==> config.mk <==
export PLATFORM = sky130hd
export DESIGN_NAME = pc_sequencer
export DESIGN_NICKNAME = d
export VERILOG_FILES = /design/src/rtl/pc_sequencer_pkg.sv /design/src/rtl/pc_sequencer_ret_stack.sv /design/src/rtl/pc_sequencer.sv
export SDC_FILE = /design/constraint.sdc
export NUM_CORES = 1
export LEC_CHECK = 0
export ABC_AREA = 1
export ABC_CLOCK_PERIOD_IN_PS = 7200
export BUFFER_PORTS_ARGS = -buffer_cell sky130_fd_sc_hd__buf_2
export CELL_PAD_IN_SITES_DETAIL_PLACEMENT = 0
export CELL_PAD_IN_SITES_GLOBAL_PLACEMENT = 1
export CORE_ASPECT_RATIO = 1.2
export CORE_UTILIZATION = 35
export CTS_BUF_LIST = sky130_fd_sc_hd__clkbuf_8
export DETAILED_ROUTE_END_ITERATION = 10
export PLACE_DENSITY = 0.76
export SLEW_MARGIN = 0
export SYNTH_ARGS = -nofsm -noshare
export SYNTH_HDL_FRONTEND = slang
export SYNTH_HIERARCHICAL = 1
export SYNTH_SLANG_ARGS = --single-unit
==> constraint.sdc <==
create_clock -name i_clk -period 7.2 [get_ports i_clk]
set_input_delay 1.08 -clock i_clk [delete_from_list [all_inputs] [get_ports i_clk]]
set_output_delay 1.08 -clock i_clk [all_outputs]
set_load 0.1 [all_outputs]
==> src/rtl/pc_sequencer_pkg.sv <==
// Shared types for the PC sequencer: FSM states, opcode field values and
// the operand-length helper.
package pc_sequencer_pkg;

  localparam int PC_W = 8;

  typedef enum logic [2:0] {
    ST_HALT    = 3'd0,
    ST_FETCH   = 3'd1,
    ST_DECODE  = 3'd2,
    ST_OPERAND = 3'd3,
    ST_BRANCH  = 3'd4,
    ST_ISSUE   = 3'd5
  } state_e;

  localparam logic [3:0] OP_NOP  = 4'h0;
  localparam logic [3:0] OP_JMP  = 4'h1;
  localparam logic [3:0] OP_JZ   = 4'h2;
  localparam logic [3:0] OP_CALL = 4'h3;
  localparam logic [3:0] OP_RET  = 4'h4;
  localparam logic [3:0] OP_HALT = 4'hF;

  // JMP, JZ and CALL carry a one-byte target after the opcode.
  function automatic logic is_two_byte(input logic [7:0] op);
    return (op[7:4] == OP_JMP) || (op[7:4] == OP_JZ) || (op[7:4] == OP_CALL);
  endfunction

endpackage

==> src/rtl/pc_sequencer_ret_stack.sv <==
// Return-address LIFO; push is ignored when full and pop when empty, so the
// pointer never wraps.
module ret_stack #(
  parameter int DEPTH = 4,
  parameter int W     = 8
) (
  input  logic         i_clk,
  input  logic         i_rst,
  input  logic         i_push,
  input  logic         i_pop,
  input  logic [W-1:0] i_data,
  output logic         o_full,
  output logic         o_empty,
  output logic [W-1:0] o_top
);

  localparam int AW = $clog2(DEPTH);
  localparam logic [AW:0] PTR_ONE  = (AW+1)'(1);
  localparam logic [AW:0] PTR_FULL = (AW+1)'(DEPTH);

  logic [AW:0]  r_ptr;
  logic [W-1:0] r_mem [DEPTH];
  logic         w_do_push;
  logic         w_do_pop;
  logic [AW:0]  w_top_idx;

  assign o_full    = (r_ptr == PTR_FULL);
  assign o_empty   = (r_ptr == '0);
  assign w_do_push = i_push && !o_full;
  assign w_do_pop  = i_pop && !o_empty;
  assign w_top_idx = r_ptr - PTR_ONE;
  assign o_top     = r_mem[w_top_idx[AW-1:0]];

  always_ff @(posedge i_clk or posedge i_rst) begin
    if (i_rst) begin
      r_ptr <= '0;
    end else if (w_do_push) begin
      r_ptr <= r_ptr + PTR_ONE;
    end else if (w_do_pop) begin
      r_ptr <= r_ptr - PTR_ONE;
    end
  end

  // Entries need no reset: they are only read while the pointer says valid.
  always_ff @(posedge i_clk) begin
    if (w_do_push) begin
      r_mem[r_ptr[AW-1:0]] <= i_data;
    end
  end

endmodule

==> src/rtl/pc_sequencer.sv <==
// Instruction sequencer: fetches opcodes/operands, steers the external PC
// (hold, increment or load), manages calls/returns and offers datapath ops.
module pc_sequencer
  import pc_sequencer_pkg::*;
#(
  parameter int STACK_DEPTH = 4
) (
  input  logic            i_clk,
  input  logic            i_rst,
  input  logic            i_run,
  input  logic [PC_W-1:0] i_pc_addr,
  output logic            o_pc_load,
  output logic [PC_W-1:0] o_pc_data,
  output logic            o_imem_req,
  input  logic            i_imem_ack,
  input  logic [7:0]      i_imem_rdata,
  input  logic            i_zero_flag,
  output logic            o_issue_valid,
  output logic [7:0]      o_issue_op,
  input  logic            i_issue_ready,
  output logic            o_halted,
  output logic            o_fault
);

  state_e          r_state;
  state_e          w_state_nxt;
  logic [7:0]      r_opcode;
  logic [7:0]      w_opcode_nxt;
  logic [PC_W-1:0] r_target;
  logic [PC_W-1:0] w_target_nxt;
  logic            r_fault;
  logic            w_fault_nxt;
  logic            w_push;
  logic            w_pop;
  logic            w_full;
  logic            w_empty;
  logic [PC_W-1:0] w_top;

  ret_stack #(
    .DEPTH (STACK_DEPTH),
    .W     (PC_W)
  ) u_ret_stack (
    .i_clk   (i_clk),
    .i_rst   (i_rst),
    .i_push  (w_push),
    .i_pop   (w_pop),
    .i_data  (i_pc_addr),
    .o_full  (w_full),
    .o_empty (w_empty),
    .o_top   (w_top)
  );

  assign o_issue_op = r_opcode;
  assign o_fault    = r_fault;

  always_ff @(posedge i_clk or posedge i_rst) begin
    if (i_rst) begin
      r_state  <= ST_HALT;
      r_opcode <= '0;
      r_target <= '0;
      r_fault  <= 1'b0;
    end else begin
      r_state  <= w_state_nxt;
      r_opcode <= w_opcode_nxt;
      r_target <= w_target_nxt;
      r_fault  <= w_fault_nxt;
    end
  end

  always_comb begin
    w_state_nxt   = r_state;
    w_opcode_nxt  = r_opcode;
    w_target_nxt  = r_target;
    w_fault_nxt   = r_fault;
    w_push        = 1'b0;
    w_pop         = 1'b0;
    o_pc_load     = 1'b1;
    o_pc_data     = i_pc_addr;
    o_imem_req    = 1'b0;
    o_issue_valid = 1'b0;
    o_halted      = 1'b0;

    case (r_state)
      ST_HALT: begin
        o_halted = 1'b1;
        if (i_run) begin
          w_state_nxt = ST_FETCH;
        end
      end

      ST_FETCH: begin
        o_imem_req = 1'b1;
        if (i_imem_ack) begin
          o_pc_load    = 1'b0;
          w_opcode_nxt = i_imem_rdata;
          w_state_nxt  = ST_DECODE;
        end
      end

      ST_DECODE: begin
        case (r_opcode[7:4])
          OP_NOP:  w_state_nxt = ST_FETCH;
          OP_HALT: w_state_nxt = ST_HALT;
          OP_RET: begin
            if (!w_empty) begin
              o_pc_data   = w_top;
              w_pop       = 1'b1;
              w_state_nxt = ST_FETCH;
            end else begin
              w_fault_nxt = 1'b1;
              w_state_nxt = ST_HALT;
            end
          end
          default: begin
            w_state_nxt = is_two_byte(r_opcode) ? ST_OPERAND : ST_ISSUE;
          end
        endcase
      end

      ST_OPERAND: begin
        o_imem_req = 1'b1;
        if (i_imem_ack) begin
          o_pc_load    = 1'b0;
          w_target_nxt = i_imem_rdata;
          w_state_nxt  = ST_BRANCH;
        end
      end

      ST_BRANCH: begin
        // PC already points past the operand, so it is the return address.
        w_state_nxt = ST_FETCH;
        case (r_opcode[7:4])
          OP_JMP: o_pc_data = r_target;
          OP_JZ: begin
            if (i_zero_flag) begin
              o_pc_data = r_target;
            end
          end
          OP_CALL: begin
            if (!w_full) begin
              w_push    = 1'b1;
              o_pc_data = r_target;
            end else begin
              w_fault_nxt = 1'b1;
              w_state_nxt = ST_HALT;
            end
          end
          default: w_state_nxt = ST_FETCH;
        endcase
      end

      ST_ISSUE: begin
        o_issue_valid = 1'b1;
        if (i_issue_ready) begin
          w_state_nxt = ST_FETCH;
        end
      end

      default: w_state_nxt = ST_HALT;
    endcase
  end

endmodule

# After elaboration in Yosys (flattened, before gate mapping)
# Memories as Yosys holds them, arrays and structs flattened.
# Index checks and enable logic that the tools add are counted.
[totals]
regBits = 23
ramBits = 32
wordCells = 79
out_inout_bits = 21
memories = 1
inputBits = 22
[mem_list]
columns = ["memory", "words", "word_bits", "read_ports", "rd_clocked_by_memory_dff", "wr", "line", "rtl"]
rows = [
  ["u_ret_stack.r_mem", 4, 8, 1, 0, 1, "pc_sequencer_ret_stack.sv:22", "logic [W-1:0] r_mem [DEPTH];"],
]
[classes]
eq_ne = 19
reduce_logical = 16
mux = 36
n_addsub = 2
[ops]
columns = ["operator", "count"]
rows = [
  ["8-bit 2-to-1 mux", 4],
  ["8-bit case mux with 3 select lines", 1],
  ["3-bit 2-to-1 mux", 7],
  ["1-bit 2-to-1 mux", 20],
  ["3-bit case mux with 6 select lines", 1],
  ["8-bit case mux with 2 select lines", 1],
  ["2-bit inequality test, second input constant", 6],
  ["3-bit equality test, second input constant", 3],
  ["3-bit case mux with 3 select lines", 1],
  ["4-bit by 2-bit equality test with 1-bit output, second input constant", 2],
  ["3-bit by 2-bit equality test with 1-bit output, second input constant", 2],
  ["3-bit zero test", 2],
  ["5-bit AND reduction", 1],
  ["4-bit by 1-bit equality test with 1-bit output, second input constant", 1],
  ["4-bit by 3-bit equality test with 1-bit output, second input constant", 1],
  ["4-bit equality test, second input constant", 1],
  ["4-bit zero test", 1],
  ["2-bit by 1-bit inequality test with 1-bit output, second input constant", 2],
  ["2-bit AND reduction", 2],
  ["4-bit AND reduction", 1],
  ["2-bit nonzero test", 2],
  ["3-bit by 1-bit adder with 3-bit output, second input constant", 1],
  ["3-bit by 1-bit equality test with 1-bit output, second input constant", 1],
  ["3-bit by 1-bit subtractor with 3-bit output, second input constant", 1],
  ["5 further kinds", 8],
]

# Logic depth before layout (Yosys ltp)
# Gate-level depths: netlist of the first run.
[depth]
depth_word = 7
depth_mapped = 14
ltp_nobuf = 11

# By module
# Netlist of the first run, hierarchy kept.
[by_module_without_submodules]
columns = ["mod", "instances", "cells_per_inst", "area_per_inst_um2"]
rows = [
  ["pc_sequencer", 1, 314, 1895.6],
  ["ret_stack", 1, 141, 1585.3],
]

# Worst setup path before layout of the first run
# Ideal clock, no wire load.
[synth_timing]
path_kind = "in2out"
startpoint = "input i_zero_flag"
endpoint = "output o_pc_data[0]"
stages = 8
setup_slack_ns = 3.823
t_arrival_ns = 2.297
required_ns = 6.120
path_cell_list = "buf_2 -> inv_1 -> nor2_1 -> nor2_1 -> nand2_1 -> nand4_1 -> nand2_1 -> nand2_1"
[synth_via]
elab_chain_cells = 3
[synth_rtl]
columns = ["item", "line", "rtl"]
rows = [
  ["from (decl)", "pc_sequencer.sv:17", "input logic i_zero_flag,"],
  ["8-bit 2-to-1 mux", "pc_sequencer.sv:135", "if (i_zero_flag) begin"],
  ["8-bit case mux with 3 select lines", "pc_sequencer.sv:132", "case (r_opcode[7:4])"],
  ["8-bit case mux with 2 select lines", "pc_sequencer.sv:83", "case (r_state)"],
  ["to (decl)", "pc_sequencer.sv:13", "output logic [PC_W-1:0] o_pc_data,"],
]
# No other way between the ends.

# Final worst setup path of the first run
[layout_timing]
startpoint = "register u_ret_stack.r_ptr[0]"
endpoint = "output o_pc_data[1]"
[layout_via]
elab_cells_between_ends = 9
[layout_lines]
columns = ["item", "line", "rtl"]
rows = [
  ["from (decl)", "pc_sequencer_ret_stack.sv:21", "logic [AW:0] r_ptr;"],
  ["from (signal assigned)", "pc_sequencer_ret_stack.sv:38", "r_ptr <= r_ptr + PTR_ONE;"],
  ["from (signal assigned)", "pc_sequencer_ret_stack.sv:40", "r_ptr <= r_ptr - PTR_ONE;"],
  ["3-bit equality test", "pc_sequencer_ret_stack.sv:27", "assign o_full = (r_ptr == PTR_FULL);"],
  ["net w_full", "pc_sequencer.sv:35", "logic w_full;"],
  ["8-bit 2-to-1 mux", "pc_sequencer.sv:140", "if (!w_full) begin"],
  ["8-bit case mux with 3 select lines", "pc_sequencer.sv:132", ""],
  ["8-bit case mux with 2 select lines", "pc_sequencer.sv:83", ""],
]
# The timed path passes the listed nets, and every way through them passes these cells.

==> results.sh, run 1 <==
export IMPL_routedWlPerCell_um=12.8
export IMPL_slowest_stage="dfrtp_1"
export IMPL_finalMaxSlewViolations=0
export IMPL_p_total_mw=1.65
export IMPL_regArea_um2=1540
export IMPL_cp_end_kind="output port"
export IMPL_wl_um=7870
export IMPL_yosysWarnings=6
export IMPL_die_w_um=93.0
export IMPL_fin_crit_sh=0.567
export IMPL_dieArea_um2=10300
export IMPL_place_congestion=0.812
export IMPL_drt_pass1_iter_count=4
export IMPL_slew_headroom=0.465
export IMPL_synth_top_area_cell="edfxtp_1"
export IMPL_reg2reg_depth=9
export IMPL_clockRootBuffer="clkbuf_8"
export IMPL_slowest_delay_ns=0.43
export IMPL_final_net_count=519
export IMPL_fmax_ghz=0.245
export IMPL_cts_tree="built"
export IMPL_viasPerCell=4.67
export IMPL_synthTopCellsByCount="nand2_1 (145), inv_1 (72), nand3_1 (37)"
export IMPL_worstReg2RegStart="u_ret_stack/r_ptr[0]"
export IMPL_fin_crit_ns=4.08
export IMPL_diodes=0
export IMPL_multiInputGateArea_um2=1520
export IMPL_synth_cells=455
export IMPL_placed_cells=607
export IMPL_grt_overflow=0
export IMPL_grt_pass1_vias=2749
export IMPL_drive_gt1_frac=0.193
export IMPL_seq_area_frac_synth=0.441
export IMPL_powerDensity_nw_per_um2=431
export IMPL_crit_chain="inv_2 > ha_1 > nand2_1 > inv_1 > clkinv_1 > nand2_1 > nand3_1 > nand4_1 > nand2_1 > nand2_1 > buf_2"
export IMPL_antenna_left=0
export IMPL_cellLeakagePower_nw=1.91
export IMPL_ir_drop_v=0.000311
export IMPL_yosys_top_cells_area="edfxtp_1 (28%), dfrtp_1 (17%), nand2_1 (16%)"
export IMPL_worstPathArrival_ns=3.00
export IMPL_ys_ff_latch=55
export IMPL_worst_path_max_fanout=36
export IMPL_grt_pass1_wl_um=13500
export IMPL_fillers=1009
export IMPL_syn_to_final_growth_pct=10.1
export IMPL_syn_nets=483
export IMPL_yosysUniqueCellTypes=24
export IMPL_post_cts_resized=0
export IMPL_rows=39
export IMPL_synth_top_cell_area_share=0.276
export IMPL_layout_cells_non_filler=615
export IMPL_grt_start_max_net_pins=37
export IMPL_finalSetupTns_ns=0
export IMPL_drc=0
export IMPL_rrSetupSlack_ns=4.08
export IMPL_ctsHoldBuffers=0
export IMPL_via_count=2871
export IMPL_holdPathEnd="o_fault"
export IMPL_grt_total_usage=0.162
export IMPL_die_h_um=111
export IMPL_clock_path_buffers=2
export IMPL_status="finished, final reports clean"
export IMPL_start_kind="flip-flop"
export IMPL_drt_iter0_markers=130
export IMPL_hold_path_depth=2
export IMPL_worstSkewPairLatency_ns=0.32
export IMPL_worstMarginPinSlew_ns=0.800
export IMPL_ys_flop_type="edfxtp_1"
export IMPL_grt_antenna_before_repair=0
export IMPL_avgSynthCellArea_um2=7.65
export IMPL_rsz0062_at_grt="no"
export IMPL_cap_violations=0
export IMPL_synth_edf_count=32
export IMPL_cts_sinks=55
export IMPL_initial_core_util=0.362
export IMPL_core_um2=9610
export IMPL_fin_hold_ws_ns=0.484
export IMPL_fin_skew_ns=0.00496
export IMPL_ys_async_sr_fraction=0.418
export IMPL_syn_area_um2=3480
export IMPL_cts_buffers=5
export IMPL_crit_type="reg -> out"
export IMPL_htree_levels=2
export IMPL_hold_class="reg -> reg"
export IMPL_floorplan_io_pins=43
export IMPL_dp_hpwl_um=5940
export IMPL_final_hold_viol_count=0
export IMPL_hold_start="o_fault"
export IMPL_reg2reg_to="u_ret_stack/r_mem[1][7]"
export IMPL_crit_required_ns=6.12
export IMPL_post_cts_buffers=0
export IMPL_clk_pin_slew_ns=0.11
export IMPL_yosys_cell_count_top_type="nand2_1"
export IMPL_io_buffers=42
export IMPL_setup_viol=0
export IMPL_crit_top_cell="nand2_1"
==> routing by layer <==
| metal | share of wire | wire length (um) | vias up | global-route usage |
|---|---|---|---|---|
| met5 | 0 | 0 | - | 0 |
| met4 | 0.0076 | 60 | 0 | 0.0308 |
| met3 | 0.033 | 256 | 7 | 0.0233 |
| met2 | 0.49 | 3880 | 48 | 0.279 |
| met1 | 0.47 | 3680 | 1297 | 0.216 |
| li1 | - | - | 1519 | - |
==> worst max-delay path, delay by kind of cell (launching register included) <==
family | cells | cell delay (ns)
flip-flops | 1 | 0.43
buffers and inverters | 4 | 1.43
AND/OR/NAND/NOR | 6 | 0.58
adder cells (fa/ha/maj) | 1 | 0.25
==> metrics by stage <==
stage,cell area [um2],setup slack [ns],utilization
floorplan,3480,3.82,-
global placement,3730,3.57,0.389
detailed placement,3730,3.51,0.389
CTS,3830,3.13,0.399
global route,3830,2.87,0.399
finish,3830,3.12,0.399
==> cells by family (layout without fill, tap and decap cells) <==
logic type      count (synthesis)  count (layout)  share of synthesized area
fa+ha+maj                       6               6                     0.0216
flops                          55              55                      0.441
compound gates                 46              46                     0.0949
buf+inv                        96             133                      0.121
simple gates                  252             252                      0.321
==> cells in the final DEF, fill, tap and decap left out, drive strengths merged <==
master,n
a21oi,10
buf,42
clkbuf,5
clkinv,2
clkinvlp,1
dfrtp,23
edfxtp,32
ha,6
inv,83
nand2,154
nand3,38
nand4,16
nor2,43
nor3,1
o211ai,16
o21ai,20
==> worst max path at each step <==
stage,endpoint,from,depth (start not counted)
floorplan,o_pc_data[0],i_zero_flag,8
global placement,o_pc_data[7],u_ret_stack/r_ptr[0],11
detailed placement,o_pc_data[7],u_ret_stack/r_ptr[0],11
CTS,o_pc_data[7],u_ret_stack/r_ptr[0],11
global route,o_pc_data[1],u_ret_stack/r_ptr[0],11
finish,o_pc_data[1],u_ret_stack/r_ptr[0],11
==> state kept, by name, summed over array words and instances, names as in the netlist <==
signal / count
u_ret_stack/r_mem: 32
o_issue_op: 8
r_target: 8
r_state: 3
u_ret_stack/r_ptr: 3
o_fault: 1
==> layout make-up <==
type                            count  area share
Sequential cell                    55       0.401
Multi-Input combinational cell    304       0.397
Inverter                           83      0.0813
Timing Repair Buffer               42      0.0549
Tap cell                          123      0.0402
Clock buffer                        5      0.0180
Clock inverter                      3     0.00718
==> power breakdown <==
group          total [mW]  leakage [nW]  switching, mW  internal (mW)
combinational        1.01          1.28          0.793          0.213
sequential          0.454         0.577         0.0644          0.390
clock               0.190        0.0467          0.118         0.0725
(Power assumes the default switching activity.)
==> run 2, diff against run 1 <==
- ABC_CLOCK_PERIOD_IN_PS: 7200 -> 4050
- clock period: 7.2 -> 4.05 ns (I/O delays scaled with it)
==> run 2 against run 1 <==
Global-route usage fell by 0.23 points; sequential share of layout area fell by 0.13 points; die area did not move; clock skew rose by 0.0021 ns; worst hold slack got worse by 0.34 ns; critical path type unchanged; largest cell class unchanged; highest routed layer unchanged.
==> results.sh, run 2 (synthesized netlist as in run 1, its figures left out) <==
export IMPL_status="finished, final reports clean"
export IMPL_post_cts_resized=0
export IMPL_wl_um=7630
export IMPL_worstPathArrival_ns=2.53
export IMPL_drt_iter0_markers=117
export IMPL_powerDensity_nw_per_um2=757
export IMPL_diodes=0
export IMPL_cap_violations=0
export IMPL_place_congestion=0.817
export IMPL_multiInputGateArea_um2=1520
export IMPL_drive_gt1_frac=0.196
export IMPL_die_h_um=111
export IMPL_fin_skew_ns=0.00703
export IMPL_die_w_um=93.0
export IMPL_grt_antenna_before_repair=0
export IMPL_ir_drop_v=0.000678
export IMPL_worstReg2RegStart="u_ret_stack/r_ptr[0]"
export IMPL_cts_buffers=5
export IMPL_floorplan_io_pins=43
export IMPL_worst_path_max_fanout=10
export IMPL_routedWlPerCell_um=12.4
export IMPL_io_buffers=42
export IMPL_cts_tree="built"
export IMPL_reg2reg_to="u_ret_stack/r_mem[1][6]"
export IMPL_htree_levels=2
export IMPL_finalSetupTns_ns=0
export IMPL_worstMarginPinSlew_ns=0.759
export IMPL_placed_cell_area_um2=3750
export IMPL_core_um2=9610
export IMPL_rsz0062_at_grt="no"
export IMPL_mostFrequentLayoutCells="nand2_1 (145), inv_1 (72), buf_2 (42)"
export IMPL_rows=39
export IMPL_setup_viol=0
export IMPL_grt_total_usage=0.160
export IMPL_fin_hold_ws_ns=0.148
export IMPL_slew_headroom=0.494
export IMPL_clk_pin_slew_ns=0.10
export IMPL_cellLeakagePower_nw=1.92
export IMPL_final_net_count=521
export IMPL_fin_crit_ns=3.14
export IMPL_ctsHoldBuffers=0
export IMPL_grt_start_max_net_pins=35
export IMPL_crit_required_ns=3.44
export IMPL_fmax_ghz=0.319
export IMPL_cts_sinks=55
export IMPL_cp_end_kind="output port"
export IMPL_start_kind="flip-flop"
export IMPL_regArea_um2=1540
export IMPL_worstSkewPairLatency_ns=0.32
export IMPL_dieArea_um2=10300
export IMPL_clockRootBuffer="clkbuf_8"
export IMPL_fin_crit_sh=0.774
export IMPL_p_total_mw=2.91
export IMPL_grt_pass1_vias=2733
export IMPL_viasPerCell=4.63
export IMPL_post_cts_buffers=0
export IMPL_final_common_cell="nand2_1"
export IMPL_finalMaxSlewViolations=0
export IMPL_crit_type="reg -> out"
export IMPL_via_count=2856
export IMPL_initial_core_util=0.362
export IMPL_drt_pass1_iter_count=4
export IMPL_fin_area_um2=3840
export IMPL_largest_reg_flops=32
export IMPL_grt_overflow=0
export IMPL_fillers=1004
export IMPL_antenna_left=0
export IMPL_hold_class="in -> async"
export IMPL_rrSetupSlack_ns=1.25
export IMPL_grt_pass1_wl_um=13400
export IMPL_drc=0
export IMPL_reg2reg_depth=10
export IMPL_final_hold_viol_count=0
export IMPL_clock_path_buffers=2
export IMPL_syn_to_final_growth_pct=10.4
export IMPL_dp_hpwl_um=5960
-- run 2: cell types whose count changed in the layout (fill, tap and decap cells not counted) --
cell | before | now
inv_6 | 1 | 2
buf_4 | 0 | 2
inv_8 | 1 | 0
-- run 2: metal layers --
metal | routed length, um | GRT usage | vias up
met2 | 3720 | 0.268 | 53
met5 | 0 | 0 | -
li1 | - | - | 1521
met1 | 3570 | 0.210 | 1275
met3 | 258 | 0.0288 | 7
met4 | 89 | 0.0462 | 0
-- run 2: area by class of cell --
cell class                      count  area share
Sequential cell                    55       0.400
Multi-Input combinational cell    304       0.396
Inverter                           83      0.0811
Timing Repair Buffer               44      0.0586
Tap cell                          123      0.0400
Clock buffer                        5      0.0179
Clock inverter                      3     0.00651
-- run 2: how the worst max path moves through the flow --
stage                                    start            to  slack, ns  cells past startpoint
final                     u_ret_stack/r_ptr[0]  o_pc_data[4]       0.91                     12
after global routing      u_ret_stack/r_ptr[0]  o_pc_data[4]       0.75                     12
after CTS                 u_ret_stack/r_ptr[0]  o_pc_data[4]       0.91                     12
after detailed placement  u_ret_stack/r_ptr[0]  o_pc_data[4]       1.27                     12
after global placement    u_ret_stack/r_ptr[0]  o_pc_data[4]       1.30                     12
after floorplan                  o_issue_op[5]  o_pc_data[0]       1.15                      6
-- run 2: stage by stage --
step,cells,utilization,setup WS [ns]
after global placement,609,0.390,1.30
after detailed placement,609,0.390,1.27
after CTS,617,0.400,0.906
final,617,0.400,0.914
after global routing,617,0.400,0.749
after floorplan,455,-,1.15
-- run 2: critical path, stage by stage (launching register included) --
cell and delay [ns]:
dfrtp_1 0.43, inv_2 0.07, ha_1 0.44, inv_2 0.24, o211ai_1 0.13, nand2_1 0.08
inv_1 0.04, nand4_1 0.07, nand2_1 0.06, nand2_1 0.07, nand2_1 0.06, nand2_1 0.09
buf_2 0.42
-- run 2: power breakdown --
part | total (mW) | switching [mW] | leakage (nW) | internal (mW)
registers | 0.807 | 0.114 | 0.577 | 0.693
clock network | 0.323 | 0.197 | 0.0452 | 0.127
logic | 1.78 | 1.40 | 1.29 | 0.383
total | 2.91 | 1.71 | 1.92 | 1.20
